`config.mk`:
```
export PLATFORM = sky130hd
export DESIGN_NAME = line_window_gen
export DESIGN_NICKNAME = d
export VERILOG_FILES = /design/src/rtl/line_window_gen.sv
export SDC_FILE = /design/constraint.sdc
export NUM_CORES = 2
export LEC_CHECK = 0
export BUFFER_PORTS_ARGS = -buffer_cell sky130_fd_sc_hd__buf_4
export CORE_ASPECT_RATIO = 0.7
export CORE_MARGIN = 3
export CORE_UTILIZATION = 45
export DETAILED_ROUTE_END_ITERATION = 6
export PLACE_DENSITY = 0.64
export SYNTH_ARGS = -nofsm -noshare
export SYNTH_HDL_FRONTEND = slang
export SYNTH_SLANG_ARGS = --single-unit
```
`constraint.sdc`:
```
create_clock -name clka -period 6 [get_ports clka]
set_input_delay 0.9 -clock clka [delete_from_list [all_inputs] [get_ports clka]]
set_output_delay 0.9 -clock clka [all_outputs]
set_load 0.1 [all_outputs]
```
`src/rtl/line_window_gen.sv`:
```
// Raster-scan 3x3 window generator: two read-first line RAMs feed a 3x3 register window.
// Optional LINE_WINDOW_SOF_EN adds in_sof to force the accepted pixel to position (0,0).
module line_window_gen #(
  parameter int data_width = 8,
  parameter int addr_width = 7,
  parameter int img_width  = 128,
  parameter int img_height = 128
) (
  input  logic                          clka,
  input  logic                          rst_n,
  input  logic                          in_valid,
  output logic                          in_ready,
  input  logic [data_width-1:0]         in_data,
`ifdef LINE_WINDOW_SOF_EN
  input  logic                          in_sof,
`endif
  output logic                          out_valid,
  input  logic                          out_ready,
  output logic [9*data_width-1:0]       out_win,
  output logic [$clog2(img_height)-1:0] out_row,
  output logic [addr_width-1:0]         out_col,
  output logic                          frame_done
);
  localparam int RW = $clog2(img_height);
  localparam logic [addr_width-1:0] COL_LAST = addr_width'(img_width - 1);
  localparam logic [RW-1:0]         ROW_LAST = RW'(img_height - 1);

  logic adv, accept, sof;
  logic [addr_width-1:0] col_q, col_d, pos_col;
  logic [RW-1:0]         row_q, row_d, pos_row;
  logic                  fd_q, fd_d;

  logic                  s1_vld_q, s1_vld_d;
  logic [data_width-1:0] s1_pix_q, s1_pix_d;
  logic [addr_width-1:0] s1_col_q, s1_col_d;
  logic [RW-1:0]         s1_row_q, s1_row_d;

  logic [2:0][2:0][data_width-1:0] win_q, win_d;
  logic                  ov_q, ov_d;
  logic [RW-1:0]         orow_q, orow_d;
  logic [addr_width-1:0] ocol_q, ocol_d;

  logic [data_width-1:0] lb0_mem [2**addr_width];
  logic [data_width-1:0] lb1_mem [2**addr_width];
  logic [data_width-1:0] lb0_rd_q, lb1_rd_q;

  assign adv      = !ov_q || out_ready;
  assign in_ready = adv;
  assign accept   = in_valid && adv;
`ifdef LINE_WINDOW_SOF_EN
  assign sof = in_sof;
`else
  assign sof = 1'b0;
`endif

  always_comb begin
    pos_col = sof ? '0 : col_q;
    pos_row = sof ? '0 : row_q;
    col_d   = col_q;
    row_d   = row_q;
    fd_d    = accept && (pos_col == COL_LAST) && (pos_row == ROW_LAST);
    if (accept) begin
      if (pos_col == COL_LAST) begin
        col_d = '0;
        row_d = (pos_row == ROW_LAST) ? '0 : pos_row + RW'(1);
      end else begin
        col_d = pos_col + addr_width'(1);
        row_d = pos_row;
      end
    end
  end

  always_comb begin
    s1_vld_d = adv ? accept : s1_vld_q;
    s1_pix_d = accept ? in_data : s1_pix_q;
    s1_col_d = accept ? pos_col : s1_col_q;
    s1_row_d = accept ? pos_row : s1_row_q;
  end

  // New column enters on the right: oldest line (lb1) on top, current pixel at the bottom.
  always_comb begin
    win_d  = win_q;
    ov_d   = ov_q;
    orow_d = orow_q;
    ocol_d = ocol_q;
    if (adv) begin
      if (s1_vld_q) begin
        for (int i = 0; i < 3; i++) begin
          win_d[i][0] = win_q[i][1];
          win_d[i][1] = win_q[i][2];
        end
        win_d[0][2] = lb1_rd_q;
        win_d[1][2] = lb0_rd_q;
        win_d[2][2] = s1_pix_q;
        ov_d   = (s1_row_q >= RW'(2)) && (s1_col_q >= addr_width'(2));
        orow_d = s1_row_q - RW'(1);
        ocol_d = s1_col_q - addr_width'(1);
      end else begin
        ov_d = 1'b0;
      end
    end
  end

  // Line RAMs are not reset; rows 0/1 gating masks any stale contents.
  always_ff @(posedge clka) begin
    if (accept) begin
      lb0_rd_q         <= lb0_mem[pos_col];
      lb1_rd_q         <= lb1_mem[pos_col];
      lb0_mem[pos_col] <= in_data;
      lb1_mem[pos_col] <= lb0_mem[pos_col];
    end
  end

  always_ff @(posedge clka or negedge rst_n) begin
    if (!rst_n) begin
      col_q    <= '0;
      row_q    <= '0;
      fd_q     <= 1'b0;
      s1_vld_q <= 1'b0;
      s1_pix_q <= '0;
      s1_col_q <= '0;
      s1_row_q <= '0;
      win_q    <= '0;
      ov_q     <= 1'b0;
      orow_q   <= '0;
      ocol_q   <= '0;
    end else begin
      col_q    <= col_d;
      row_q    <= row_d;
      fd_q     <= fd_d;
      s1_vld_q <= s1_vld_d;
      s1_pix_q <= s1_pix_d;
      s1_col_q <= s1_col_d;
      s1_row_q <= s1_row_d;
      win_q    <= win_d;
      ov_q     <= ov_d;
      orow_q   <= orow_d;
      ocol_q   <= ocol_d;
    end
  end

  assign out_valid  = ov_q;
  assign out_win    = win_q;
  assign out_row    = orow_q;
  assign out_col    = ocol_q;
  assign frame_done = fd_q;
endmodule

```
==> impl_metrics.ini <==
[power]
p_leak_uw = 0.0309
power.total_uw = 51300
switchingPower_uw = 19900
p_comb_share_pct = 35.5
seq_power_share_pct = 40.8
peakVddDrop_mv = 0.839
p_per_area_mw_per_mm2 = 539
clock_power_share_pct = 23.8
p_sw_share_pct = 38.7
internal-power_uw = 31400

[timing]
worstMarginPinSlew_ps = 1370
relSlewSlack_pct = 7.76
fin_crit_sh_pct = 93.7
rsz0062_at_grt = false
finalSetupTns_ps = 0
final.setup_skew_ps = 44.2
post-route-min-period_ps = 5620
hold_violations = 0
fmax_mhz = 178
slew_viol_final = 0
finalSetupViolations = 0

[finish]
syn_to_final_growth_pct = 13.4
nets = 5254
utilization_pct = 51.4
n_fill_cell = 14853
fin_area_mm2 = 0.0953
drive_gt1_share_pct = 17.2

[die]
initial_core_util_pct = 45.4
die_h_um = 368
die_w_um = 523
coreArea_mm2 = 0.185
rows = 132
num_io_pins = 101
dieArea_mm2 = 0.192

[clock_tree]
cts_sinks = 2189
clk_pin_slew_ps = 70
numCtsBuffers = 190
cts_resized = 0
post-cts-setup-buffer-count = 0
tritoncts = yes
clk_latency_ps = 870
clock_path_buffers = 3
cts_htree_levels = 4
cts_root_buf = clkbuf_16
cts_hold_buf = 1

[synthesis]
seq_area_frac_synth_pct = 77.5
async_flop_share_pct = 5.71
netlist.area_leader.share_pct = 73.8
yosys.cell_types.count = 76
avgSynthCellArea_um2 = 16.9
synth_most_common_cell = edfxtp_1
synth.largest_area_cell = edfxtp_1
ys_ff_latch = 2189
postSynthCellCount = 4974
synth_warnings = 0
synth_area_leaders = edfxtp_1 (74%), dfrtp_1 (3.7%), a221oi_1 (2.4%)
netlist_top_cells_count = edfxtp_1 (2064), nand2_1 (358), a221oi_1 (228)
synth_edf_count = 2064
synthFlopType = edfxtp_1
synth_area_mm2 = 0.0840
syn_nets = 4992

[worst_hold_path]
hp-start = in_data[2]
hold_end = lb0_mem[100][2]$_DFFE_PP_
hp-class = in -> reg
hold_depth = 1

[drt]
vias_per_cell = 6.66
wl_mm = 276
firstDrtPassIters = 7
drcViolationCount = 12
wl_per_cell_um = 34.9
ant_nets = 0
drt_iter0_markers = 10228
vias = 52575

[critical_path]
worstPathArrival_ps = 6180
required_ps = 6550
cp-end-kind = flop
cp_max_fo = 50
reg2regPathDepth = 9
cp_slowest_stage_delay_ps = 1050
regToRegSetupSlack_ps = 380
critPathKind = reg -> reg
critPathLaunchType = flop
crit_chain = buf_4, nor2_1, a222oi_1, nand2_1, nor4_1, buf_4, nor2_1, a32o_4, buf_12
r2r_start = col_q[2]$_DFFE_PN0P_
rr_endpoint = lb1_mem[94][3]$_DFFE_PP_
slowest_stage = nor4_1

[grt]
grt_pass1_vias = 48616
grt_pass1_wl_mm = 385
globalRouteTotalUtil_pct = 28.2
grt_max_degree = 130
grt-ovfl-total = 0
antenna_found_initial = 15

[place]
gp_congestion = 0.944
port_buffers = 100
hpwl_mm = 169
dpl_cell_area_mm2 = 0.0892

[status]
status = complete, but fails checks
violations = DRC

[flow_run]
max-cap-violations = 0
[state kept, by name, summed over array words and instances (netlist names)]
register	count
out_valid	1
out_win	72
frame_done	1
s1_col_q	7
lb1_rd_q	8
out_col	7
s1_row_q	7
lb0_rd_q	8
lb1_mem	1024
s1_pix_q	8
lb0_mem	1024
pos_row	7
col_q	7
out_row	7
s1_vld_q	1
[cell families after synthesis]
group	after synthesis	synth area share (%)
simple gates	771	3.97
compound gates	1268	11.2
xor+xnor	18	0.188
mux	344	4.86
flops	2189	77.5
buf+inv	378	2.24
fa+ha+maj	6	0.0893
[final cells by class]
type | instances | area (um^2) | area share (%)
clock buffer | 250 | 5090 | 5.34
antenna | 11 | 27.5 | 0.0289
clock inverter | 110 | 956 | 1.00
tap | 2479 | 3100 | 3.25
timing repair buffer | 436 | 3700 | 3.88
inverter | 12 | 51.3 | 0.0538
multi-input combinational | 2407 | 17200 | 18.1
sequential | 2189 | 65100 | 68.3
[layout by cell type (no fill, tap or decap), types with 56 or more instances in the layout]
| master | count |
|---|---|
| mux2_2 | 135 |
| dfrtp_1 | 120 |
| o21ai_0 | 153 |
| nor2_1 | 215 |
| nand2_1 | 357 |
| a222oi_1 | 93 |
| mux2i_1 | 171 |
| o22ai_1 | 68 |
| a21oi_1 | 180 |
| edfxtp_1 | 2064 |
| a221oi_1 | 228 |
| a22oi_1 | 215 |
| nor3_1 | 56 |
| a22o_1 | 56 |
| clkbuf_16 | 192 |
| buf_4 | 401 |
[power groups by stage]
| stage | clock [uW] | combinational (uW) | sequential, uW |
|---|---|---|---|
| global route | 12900 | 18600 | 21000 |
| floorplan | 0 | 7910 | 23000 |
| CTS | 12200 | 17500 | 20900 |
| detailed placement | 0 | 17500 | 21200 |
| finish | 12200 | 18200 | 20900 |
| global placement | 0 | 17300 | 21200 |
[worst max-delay path: cells and delay by family, from the launching register on]
| family | cells | cell delay (ps) |
|---|---|---|
| compound gates | 2 | 1260 |
| flops | 1 | 1010 |
| buf+inv | 3 | 1260 |
| simple gates | 4 | 1580 |
[worst max path at each step]
| stage | start | end | depth (start not counted) |
|---|---|---|---|
| 2_1_floorplan | col_q[2]$_DFFE_PN0P_ | lb0_rd_q[0]$_DFFE_PP_ | 10 |
| 5_1_grt | col_q[2]$_DFFE_PN0P_ | lb1_mem[40][3]$_DFFE_PP_ | 9 |
| 3_5_place_dp | col_q[2]$_DFFE_PN0P_ | lb1_mem[38][3]$_DFFE_PP_ | 9 |
| 6_report | col_q[2]$_DFFE_PN0P_ | lb1_mem[94][3]$_DFFE_PP_ | 9 |
| 3_3_place_gp | col_q[2]$_DFFE_PN0P_ | lb1_mem[38][3]$_DFFE_PP_ | 9 |
| 4_1_cts | col_q[2]$_DFFE_PN0P_ | lb1_mem[33][3]$_DFFE_PP_ | 9 |
[metrics by stage]
step	instances	setup WS (ps)	hold slack [ps]
after floorplan	4974	915	442
after global placement	7521	618	457
after detailed placement	7521	693	467
after CTS	7882	668	426
after global routing	7886	453	448
final	7894	376	451
[metal layers]
metal / wire length, um / track usage [%]
met1: 106000 / 41.8
met2: 111000 / 37.4
met5: 240 / 0.526
met4: 9950 / 9.28
met3: 48000 / 11.5
Power figures use the tool's default switching activity.
